### config.mk
export PLATFORM = sky130hd
export DESIGN_NAME = fetch_unit
export DESIGN_NICKNAME = d
export VERILOG_FILES = /design/src/rtl/fetch_unit.sv
export SDC_FILE = /design/constraint.sdc
export NUM_CORES = 1
export LEC_CHECK = 0
export ABC_AREA = 1
export CELL_PAD_IN_SITES_DETAIL_PLACEMENT = 0
export CELL_PAD_IN_SITES_GLOBAL_PLACEMENT = 1
export CORE_ASPECT_RATIO = 1.5
export CORE_MARGIN = 3
export CORE_UTILIZATION = 30
export CTS_CLUSTER_SIZE = 24
export DETAILED_ROUTE_END_ITERATION = 12
export GPL_ROUTABILITY_DRIVEN = 0
export MAX_ROUTING_LAYER = met4
export PLACE_DENSITY_LB_ADDON = 0.1
export SYNTH_ARGS = -nofsm -noshare
export SYNTH_HDL_FRONTEND = slang
export SYNTH_SLANG_ARGS = --single-unit
### constraint.sdc
create_clock -name Clk -period 1.6 [get_ports Clk]
set_input_delay 0.32 -clock Clk [delete_from_list [all_inputs] [get_ports Clk]]
set_output_delay 0.32 -clock Clk [all_outputs]
set_load 0.03 [all_outputs]
### src/rtl/fetch_unit.sv
// fetch_unit: PC sequencing, synchronous ROM fetch, redirect squash, run/done control and cycle counting
module fetch_unit #(
  parameter int PC_W = 10,
  parameter int INSTR_W = 9,
  parameter int CNT_W = 16,
  parameter int START_ADDR = 0,
  parameter logic [INSTR_W-1:0] NOP_WORD = '0
) (
  input  logic               Clk,
  input  logic               Reset_n,
  input  logic               Start,
  output logic [PC_W-1:0]    Rom_Addr,
  input  logic [INSTR_W-1:0] Rom_Rdata,
  output logic [INSTR_W-1:0] Instruction,
  output logic [PC_W-1:0]    Instr_PC,
  output logic               Instr_Valid,
  input  logic               PC_Jmp_Flag,
  input  logic               PC_Beq_Flag,
  input  logic [PC_W-1:0]    Lut_Target,
  input  logic               Ack,
  output logic               Done,
  output logic [CNT_W-1:0]   Cycle_Count
);
  typedef enum logic [1:0] {IDLE, RUN, DONE} state_t;
  localparam logic [PC_W-1:0] START = PC_W'(START_ADDR);
  state_t state_q, state_d;
  logic [PC_W-1:0] f_pc_q, f_pc_d, instr_pc_q, instr_pc_d;
  logic valid_q, valid_d, done_q, done_d;
  logic [CNT_W-1:0] cnt_q, cnt_d;
  always_comb begin
    state_d = state_q;
    f_pc_d = f_pc_q;
    instr_pc_d = instr_pc_q;
    valid_d = valid_q;
    done_d = done_q;
    cnt_d = cnt_q;
    if (state_q != RUN && Start) begin
      state_d = RUN;
      f_pc_d = START + PC_W'(1);
      instr_pc_d = START;
      valid_d = 1'b1;
      done_d = 1'b0;
      cnt_d = CNT_W'(1);
    end else if (state_q == RUN) begin
      cnt_d = &cnt_q ? cnt_q : cnt_q + CNT_W'(1);
      if (valid_q && Ack) begin
        state_d = DONE;
        done_d = 1'b1;
        valid_d = 1'b0;
        f_pc_d = START;
      end else if (valid_q && (PC_Jmp_Flag || PC_Beq_Flag)) begin
        f_pc_d = PC_Jmp_Flag ? Lut_Target : instr_pc_q + Lut_Target;
        valid_d = 1'b0;
      end else begin
        instr_pc_d = f_pc_q;
        f_pc_d = f_pc_q + PC_W'(1);
        valid_d = 1'b1;
      end
    end
  end
  always_ff @(posedge Clk) begin
    if (!Reset_n) begin
      state_q <= IDLE;
      f_pc_q <= START;
      instr_pc_q <= START;
      valid_q <= 1'b0;
      done_q <= 1'b0;
      cnt_q <= '0;
    end else begin
      state_q <= state_d;
      f_pc_q <= f_pc_d;
      instr_pc_q <= instr_pc_d;
      valid_q <= valid_d;
      done_q <= done_d;
      cnt_q <= cnt_d;
    end
  end
  assign Rom_Addr = f_pc_q;
  assign Instr_PC = instr_pc_q;
  assign Instr_Valid = valid_q;
  assign Done = done_q;
  assign Cycle_Count = cnt_q;
  assign Instruction = valid_q ? Rom_Rdata : NOP_WORD;
endmodule

# Yosys cells after proc, flatten, opt, wreduce, memory -nomap -nowiden
# Cells that the tools add are included.
# word_totals
out_inout_bits,47
regBits,39
in_bits,25
wordCells,47
# op_classes
reduce_logical,13
n_mux,16
n_addsub,3
bitwise,4
n_eq_ne,3
# op_table
cell,n
2-to-1 mux 10 bit,3
"adder 16 x 1 -> 16 bit, second input constant",1
AND reduction 16 bit,1
2-to-1 mux 1 bit,12
"adder 10 x 1 -> 10 bit, second input constant",1
adder 10 bit,1
2-to-1 mux 9 bit,1
AND reduction 2 bit,4
inverter 1 bit,4
nonzero test 2 bit,2
logical AND 1 bit,3
AND reduction 3 bit,1
"== test 2 x 1 -> 1 bit, second input constant",1
"!= test 2 x 1 -> 1 bit, second input constant",1
"!= test 2 bit, second input constant",1
OR reduction 2 bit,1
logical OR 1 bit,1

# Longest topological paths before layout
# Gate-level depths: netlist of the first run.
# depth
word_depth,6
depth_mapped,12
mapped_depth_nobuf,12

# Least setup slack after synthesis of the first run
# OpenSTA, ideal clock, no wires.
# synth_path
path_kind,register to register
from,"reg instr_pc_q[0], in the netlist Instr_PC[0]"
to,"reg f_pc_q[6], in the netlist Rom_Addr[6]"
path_slack_ns,-0.366
required_ns,1.477
path_buffers,0
period_less_slack_ns,1.966
t_arrival_ns,1.843
setup_time_ns,0.123
path_stages_with_launch,11
cell_sequence,dfxtp_1 > ha_1 > inv_1 > fa_1 > o21ai_1 > nand2_1 > nand2_1 > xor2_1 > nand2_1 > nand2_1 > a21oi_1
# synth_between
elab_chain_len,4
# synth_rtl
item,line,text
from (decl),27,"logic [PC_W-1:0] f_pc_q, f_pc_d, instr_pc_q, instr_pc_d;"
from (signal assigned),72,instr_pc_q <= instr_pc_d;
adder 10 bit,52,f_pc_d = PC_Jmp_Flag ? Lut_Target : instr_pc_q + Lut_Target;
2-to-1 mux 10 bit,52,
2-to-1 mux 10 bit,51,end else if (valid_q && (PC_Jmp_Flag || PC_Beq_Flag)) begin
2-to-1 mux 10 bit,46,if (valid_q && Ack) begin
to (signal assigned),71,f_pc_q <= f_pc_d;
to (decl),27,
# No other way between the ends.
# A chain may end at the register's enable or synchronous reset.

# Worst setup path in the final report of the first run
# layout_path
from,"reg instr_pc_q[0], in the netlist Instr_PC[0]"
to,"reg f_pc_q[4], in the netlist Rom_Addr[4]"
# Same word-level chain as after synthesis.

==> run metrics, run 1 <==
vias after detailed routing 3044; final hold slack 0.5011 ns; Lkg Pwr 1.989 nW; DRT Pass-1 Iters 6; setup ws final -0.07770 ns; Pwr per Cell Area 718.5 nW/um2; top-count cell post-synth nand2_1; Syn. warnings 0; ranking of synthesized cells by area dfxtp_1, nand2_1, inv_1; WL/cell 13.66 um; Core ar. 8516 um2; endpoints failing setup 4; Yosys top cell by area dfxtp_1; die area 10070 um2; peak fanout along the critical path 3; GRT Overall Usage 17.76%; sequential cell area fraction in the yosys report 29.30%; global route overflow 0; Area Growth Syn to Fin 56.81%; CP Capture Type register; Final min period 1.678 ns; highest clock rate 0.5961 GHz; # hold bufs at CTS 0; vias in the first global route 2962; n_diodes 0; final core occ 49.07%; Setup TNS -0.1532 ns; cell area after synthesis 2665 um2; row count 41; I/O Pins 72; skew final 0.006061 ns; unrepaired setup endpoints after global routing true; Worst setup SP type register; Detail Placement HPWL 6851 um; Slew headroom 65.68%; EDFF count, synth 0; largest net degree at the start of global routing 20; Routed Wire Length 8634 um; worst IR drop on VDD 0.4806 mV; hold path depth 2; ANT nets after route 0; CTS buffer count 5; share of layout cells above drive strength 1 28.00%; I/O Buffers 71; Synth Flop Type dfxtp_1; top cell type's share of synthesized area 29.30%; Clock H-tree levels 2; worst slew pin tran 0.5142 ns; Avg Inst Size Synth 6.696 um2; Unique masters post-synth 39; period utilization 104.9%; initial core utilization 31.30%; drc violations 0; # fillers 911; DR vias/cell 4.816; number of max-cap violations 0; Final #Nets 561; Die Y-Extent 121.4 um; Clock Sink Count 39; DP Area 3862 um2; Worst Path Arrival 1.89 ns; worst skew pair latency 0.28 ns; Worst-path clk slew 0.06 ns; FF+latch count, synth 39; CTS Buffer Depth 2; status finished with violations; Synth top cells by count nand2_1, inv_1, nor2_1, dfxtp_1, a21oi_1; Post-Syn Instances 398; Root Driver clkbuf_16; Req. time, crit path 1.82 ns; die span in x 82.96 um; Min-Delay Path Class reg -> reg; CTS tree done; r2r worst-path depth 9; initial antenna violation count 0; syn nets 435; fin area 4179 um2; Final Max Slew Viols 0; Fin. Hold Viols 0; Initial DRC Count 139; async set-reset flop share out of synthesis 0%; critical path class reg -> reg; global-route wire length before repair 14020 um; failing checks setup timing
==> cell type report <==
| class | count | area (um2) | area share [%] |
|---|---|---|---|
| tap | 107 | 133.9 | 3.204 |
| multi-input combinational | 296 | 1802 | 43.11 |
| inverter | 53 | 201.4 | 4.820 |
| clock buffer | 5 | 125.1 | 2.994 |
| timing repair buffer | 129 | 1077 | 25.78 |
| sequential | 39 | 795.8 | 19.04 |
| clock inverter | 3 | 43.79 | 1.048 |
==> final timing paths <==
check	from	endpoint	slack, ns
worst max-delay path	Instr_PC[0]	Rom_Addr[4]	-0.08
worst min-delay path	Done	Done	0.50
worst max register to register	Instr_PC[0]	Rom_Addr[4]	-0.08
worst min register to register	Done	Done	0.50
==> per-stage QoR <==
| stage | setup WS (ns) | std cells | total power [mW] |
|---|---|---|---|
| 3_5_place_dp | -0.6300 | 621 | 1.833 |
| 6_report | -0.07770 | 632 | 3.003 |
| 4_1_cts | -0.1336 | 629 | 2.997 |
| 5_1_grt | -0.1755 | 632 | 3.162 |
| 2_1_floorplan | -0.03178 | 398 | 1.471 |
| 3_3_place_gp | -0.6044 | 621 | 1.829 |
==> critical path: stages, from the launching register on <==
cell     delay, ns
dfxtp_4       0.36
ha_4          0.12
inv_2         0.03
fa_2          0.36
o21ai_4       0.18
buf_4         0.14
buf_6         0.08
xor2_1        0.15
o21ai_1       0.07
a31oi_1       0.11
==> cell families after synthesis <==
kind of cell | share of synthesized area [%]
flops | 29.30
simple gates | 33.71
fa+ha+maj | 5.915
buf+inv | 9.906
compound gates | 16.57
xor+xnor | 4.601
==> report_power, final <==
group	total [mW]	switching [mW]	internal, mW	leakage [nW]
clock network	1.16	0.421	0.736	0.0838
registers	1.04	0.0339	1.01	0.321
logic	0.804	0.448	0.356	1.58
==> registers in the layout, indices dropped and copies added (netlist names) <==
register,cells
Cycle_Count,16
Instr_Valid,1
state_q,1
Rom_Addr,10
Instr_PC,10
Done,1
==> layer usage <==
layer  wire, um  share of wire, %  GRT usage [%]
met3        241               2.8          2.649
met1       3479                40          17.96
met4        197               2.3          6.748
met2       4716                55          34.09
met5          0                 0              -
==> cells in the final DEF, fill, tap and decap left out, types with 11 or more instances in the layout <==
master,count
clkdlybuf4s50_1,15
a21oi_2,11
a21oi_1,23
nand3_1,21
dlygate4sd2_1,42
buf_4,68
inv_1,47
o21ai_0,22
nand2_2,12
dfxtp_1,29
nand2_1,86
nor2_1,41
==> what timing repair did <==
action                     CTS  global route
resized for setup           56            21
setup buffers                0             3
pin swaps                    8            13
setup endpoints to repair   45            21
Power figures use the tool's default switching activity.
==> run 2: changes to the inputs <==
Settings changed: CORE_ASPECT_RATIO 1.5 to 0.7, CORE_UTILIZATION 30 to 40, DONT_BUFFER_PORTS set to 1.
==> run 2 against run 1 <==
Net effect: sequential share of layout area is 4.0 points higher; largest cell class unchanged; power is 17% lower; setup slack better by 0.028 ns; first-iteration DRC count is 12% lower; the flow still finishes with violations (setup timing); core utilization is 5.3 points higher; die area is 24% lower; highest routed layer unchanged; register-to-register slack better by 0.03 ns; clock power is 29% lower; final area is 18% lower; cell count is 13% lower; critical path depth is 1 higher.
==> run metrics, run 2 (synthesis gave the netlist of run 1 again) <==
worst IR drop on VDD 0.5683 mV (+18%); WL/cell 14.42 um (+5.6%); Final #Nets 496 (-12%); max reg flops 16 (unchanged); Routed Wire Length 7948 um (-7.9%); initial antenna violation count 0 (unchanged); Fin. Hold Viols 0 (unchanged); most used cell, CP nand2_1; failing checks setup timing; Die Y-Extent 74.29 um (-39%); crit path buf inv count 1 (-2); skew final 0.01304 ns (+0.006982 ns); pre-CTS WS -0.08851 ns (+0.5414 ns); Worst-path clk slew 0.08 ns (+0.02 ns); Final min period 1.650 ns (-0.02801 ns); Min-Delay Path Class in -> reg; I/O Pins 72 (unchanged); endpoints failing setup 3 (-1); CP delay by family, top adder cells; placed cell count 538 (-13%); Final Max Slew Viols 0 (unchanged); worst skew pair latency 0.30 ns (+0.02 ns); global route overflow 0 (unchanged); Final Non-Filler Cells 551 (-13%); die span in x 103.6 um (+25%); initial core utilization 42.06% (+11 points); final core occ 54.36% (+5.3 points); hold path depth 2 (unchanged); # fillers 638 (-30%); worst slew pin tran 0.3729 ns (-0.1413 ns); peak fanout along the critical path 3 (unchanged); number of cells on the critical path 10 (+1); commonest non-fill, non-tap cells in the layout nand2_1, buf_4, inv_1, nor2_1, dfxtp_1; CTS tree done; Worst Path Arrival 1.83 ns (-0.06 ns); Area Growth Syn to Fin 29.25%; crit path cell chain ha_4, inv_2, fa_2, o21ai_4, nand2_1, nand2_1, xor2_1, nand2_1, nand2_1, a21oi_1; GRT Overall Usage 21.32% (+3.6 points); vias after detailed routing 2758 (-9.4%); die area 7693 um2 (-24%); period utilization 103.1% (-1.8 points); Detail Placement HPWL 6297 um (-8.1%); CTS Buffer Depth 2 (unchanged); unrepaired setup endpoints after global routing true; drc violations 0 (unchanged); Setup TNS -0.1383 ns (+0.01492 ns); number of max-cap violations 0 (unchanged); Worst setup SP type register; crit-path max cell delay 0.36 ns (about the same); largest net degree at the start of global routing 13 (-35%); setup ws final -0.04970 ns (+0.02801 ns); critical path class reg -> reg; share of layout cells above drive strength 1 29.57% (+1.6 points); Clock Sink Count 39 (unchanged); status finished with violations; row count 24 (-41%); vias in the first global route 2546 (-14%); r2r worst-path depth 10 (+1); Core ar. 6336 um2 (-26%); global-route wire length before repair 12790 um (-8.8%); DRT Pass-1 Iters 4 (-2); Crit-path slowest cell dfxtp_4; Pwr per Cell Area 725.0 nW/um2 (+0.89%); Initial DRC Count 122 (-12%); most common cell after layout, fill and taps aside nand2_1; CP Capture Type register; Slew headroom 74.95% (+9.3 points); n_diodes 0 (unchanged); Root Driver clkbuf_8; CTS buffer count 5 (unchanged); DR vias/cell 5.005 (+3.9%); overall power 2.497 mW (-17%); Lkg Pwr 1.549 nW (-22%); I/O Buffers 0 (-100%); Clock H-tree levels 2 (unchanged); ANT nets after route 0 (unchanged); Req. time, crit path 1.78 ns (-0.04 ns); highest clock rate 0.6062 GHz (+1.7%)
==> run 2: changes by cell type in the layout (fill, tap and decap cells not counted), sizes merged <==
cell,change
clkbuf,+2
clkdlybuf4s50,-15
dlymetal6s2s,-3
dlygate4sd2,-42
clkinv,-1
buf,-5
bufinv,-1
==> run 2: worst paths after layout <==
kind	to	slack (ns)	start
hold / removal	Rom_Addr[0]	0.16	Reset_n
hold reg to reg	Rom_Addr[9]	0.51	Rom_Addr[9]
setup / recovery	Rom_Addr[6]	-0.05	Instr_PC[0]
setup reg to reg	Rom_Addr[6]	-0.05	Instr_PC[0]
==> run 2: area by class of cell <==
| class | count | area, um2 | share of cell area [%] |
|---|---|---|---|
| Sequential cell | 39 | 794.5 | 23.07 |
| Clock buffer | 7 | 107.6 | 3.124 |
| Inverter | 53 | 201.4 | 5.848 |
| Clock inverter | 1 | 5.005 | 0.1453 |
| Timing Repair Buffer | 64 | 480.5 | 13.95 |
| Multi-Input combinational cell | 296 | 1742 | 50.56 |
| Tap cell | 91 | 113.9 | 3.305 |
==> run 2: report_power, final <==
group	leakage (nW)	switching [mW]	internal, mW
combinational	1.17	0.415	0.229
sequential	0.321	0.0243	1.01
clock	0.0594	0.380	0.443
==> run 2: timing repair <==
item	4_1_cts	5_1_grt
buffers inserted	1	4
hold buffers	0	0
gates resized for setup	5	20
pin swaps	1	7
setup endpoints to repair	4	23
==> run 2: metrics by stage <==
stage,hold slack (ns),cell area (um2)
4_1_cts,0.1461,3328
2_1_floorplan,0.4442,2695
5_1_grt,0.1508,3445
3_5_place_dp,0.4621,3189
3_3_place_gp,0.4561,3189
6_report,0.1589,3445
==> run 2: per-layer routing <==
layer  global-route usage, %  part of all wire (%)  up-vias  wire (um)
met1                   31.63                    52     1252       4164
met5                       -                     0        -          0
met4                   2.655                  0.25        0         20
met3                   5.464                   7.4        2        585
li1                        -                     -     1425          -
met2                   29.57                    40       79       3177
==> run 3: changes to the inputs <==
Settings changed: CAP_MARGIN set to 30, SETUP_SLACK_MARGIN set to 0.05.
==> run 3 against run 2 <==
Net effect: the flow still finishes with violations (setup timing); sequential share of layout area shrank 0.18 points; routed wire length grew 1.4%; setup slack got worse by 0.049 ns; count of clock-buffer cells in the layout stayed put; core utilization increased by 1.5 points; hold slack lost 0.011 ns; critical path depth stayed put; non-clock buffer count increased by 1; via count is 1.0% higher; first-iteration DRC count up 66%; critical path type unchanged; critical endpoint is now Rom_Addr[8]; largest cell class unchanged; highest routed layer unchanged.
==> run metrics, run 3 (synthesis gave the netlist of run 1 again) <==
status finished with violations; failing checks setup timing; GRT Overall Usage 21.06% (-0.26 points); Req. time, crit path 1.84 ns (+0.06 ns); commonest non-fill, non-tap cells in the layout nand2_1, buf_4, inv_1, nor2_1, dfxtp_1; number of max-cap violations 0 (unchanged); drc violations 0 (unchanged); endpoints failing setup 4 (+1); Final Max Slew Viols 0 (unchanged); unrepaired setup endpoints after global routing true; Worst Path Arrival 1.93 ns (+0.10 ns); I/O Pins 72 (unchanged); setup ws final -0.09823 ns (-0.04853 ns); Initial DRC Count 203 (+66%); Pwr per Cell Area 688.9 nW/um2 (-5.0%); DRT Pass-1 Iters 4 (unchanged); critical path class reg -> reg; reg2reg end Rom_Addr[8]; R2R Setup Slk -0.1 ns (-0.05 ns); I/O Buffers 0 (unchanged); row count 24 (unchanged); ANT nets after route 0 (unchanged); worst skew pair latency 0.29 ns (about the same); CTS tree done; vias after detailed routing 2786 (+1.0%); CTS Buffer Depth 2 (unchanged); Final min period 1.698 ns (+0.04853 ns); # hold bufs at CTS 0 (unchanged); fin area 3542 um2 (+2.8%); WL/cell 14.61 um (+1.3%); overall power 2.440 mW (-2.3%); Core ar. 6336 um2 (unchanged); worst slew pin tran 0.3418 ns (-0.03114 ns); placed cell count 539 (+0.19%); peak fanout along the critical path 3 (unchanged); worst r2r src Instr_PC[0]; Final Non-Filler Cells 552 (+0.18%); Min-Delay Path Class in -> reg; CTS buffer count 5 (unchanged); Setup TNS -0.3032 ns (-0.1649 ns); Worst setup SP type register; Detail Placement HPWL 6249 um (-0.76%); Final #Nets 497 (+0.20%); DP Area 3207 um2 (+0.55%); global route overflow 0 (unchanged); max reg flops 16 (unchanged); global-route wire length before repair 12680 um (-0.86%); period utilization 106.1% (+3.0 points); die span in x 103.6 um (unchanged); initial antenna violation count 0 (unchanged); Clock Sink Count 39 (unchanged); Root Driver clkbuf_8; most common cell after layout, fill and taps aside nand2_1; DR vias/cell 5.047 (+0.83%); Clock H-tree levels 2 (unchanged); # fillers 636 (-0.31%); skew final 0.002561 ns (-0.01048 ns); final hold slack 0.1480 ns (-0.01099 ns); Fin. Hold Viols 0 (unchanged); n_diodes 0 (unchanged); worst IR drop on VDD 0.4805 mV (-15%); vias in the first global route 2479 (-2.6%); min-delay src Reset_n; CP Capture Type register; Area Growth Syn to Fin 32.91%; Worst-path clk slew 0.08 ns (about the same); Routed Wire Length 8063 um (+1.4%); initial core utilization 42.06% (unchanged); die area 7693 um2 (unchanged); hold endpoint Rom_Addr[0]; Lkg Pwr 1.549 nW (about the same); highest clock rate 0.5888 GHz (-2.9%); Die Y-Extent 74.29 um (unchanged); largest net degree at the start of global routing 16 (+3); share of layout cells above drive strength 1 33.19% (+3.6 points); Slew headroom 77.08% (+2.1 points); r2r worst-path depth 10 (unchanged); hold path depth 2 (unchanged)
## run 3: cell types whose count changed in the layout (fill, tap and decap cells not counted), sizes merged
cell,previous run,this run
buf,64,65
## run 3: worst max-delay path by stage
stage | startpoint | end | cells past startpoint
4_1_cts | Instr_PC[0] | Rom_Addr[6] | 10
3_3_place_gp | Instr_PC[0] | Rom_Addr[6] | 10
3_5_place_dp | Instr_PC[0] | Rom_Addr[6] | 10
2_1_floorplan | Instr_PC[0] | Rom_Addr[6] | 10
5_1_grt | Instr_PC[0] | Rom_Addr[8] | 10
6_report | Instr_PC[0] | Rom_Addr[8] | 10
## run 3: cell type report
class | count | area [um2] | share of cell area (%)
Clock buffer | 7 | 86.33 | 2.437
Tap cell | 91 | 113.9 | 3.214
Inverter | 53 | 203.9 | 5.758
Sequential cell | 39 | 810.8 | 22.89
Timing Repair Buffer | 65 | 495.5 | 13.99
Multi-Input combinational cell | 296 | 1827 | 51.57
Clock inverter | 1 | 5.005 | 0.1413
## run 3: layer usage
layer	vias up	wire (um)	part of all wire, %	GRT usage, %
li1	1424	-	-	-
met1	1265	4172	52	31.49
met2	95	3268	41	29.35
met3	2	599	7.4	5.291
met4	0	23	0.29	1.770
met5	-	0	0	-
## run 3: report_power, final
group	total [mW]	switching, mW	leakage [nW]	internal, mW
Clock	0.729	0.380	0.0482	0.349
Combinational	0.679	0.427	1.18	0.252
Sequential	1.03	0.0292	0.324	1.00
Total	2.44	0.836	1.55	1.60
## run 3: through the flow
step / utilization [%] / setup WS [ns]
after global routing: 55.90 / -0.1910
after CTS: 53.14 / -0.03773
final: 55.90 / -0.09823
after global placement: 50.61 / -0.02680
after floorplan: - / -0.02533
after detailed placement: 50.61 / -0.03045
## run 3: critical path, cell delays in order, from the launching register on
cell and delay, ns:
dfxtp_4 0.36, ha_4 0.13, inv_2 0.04, fa_2 0.38, o21ai_4 0.20, nand4_1 0.15
nand2_1 0.10, nand2_1 0.05, nand3_1 0.06, nand2_1 0.08, a21oi_2 0.11
## run 3: timing repair
item	CTS	global route
buffers inserted	1	5
resized for setup	10	38
setup endpoints to repair	6	23
pin swaps	3	20
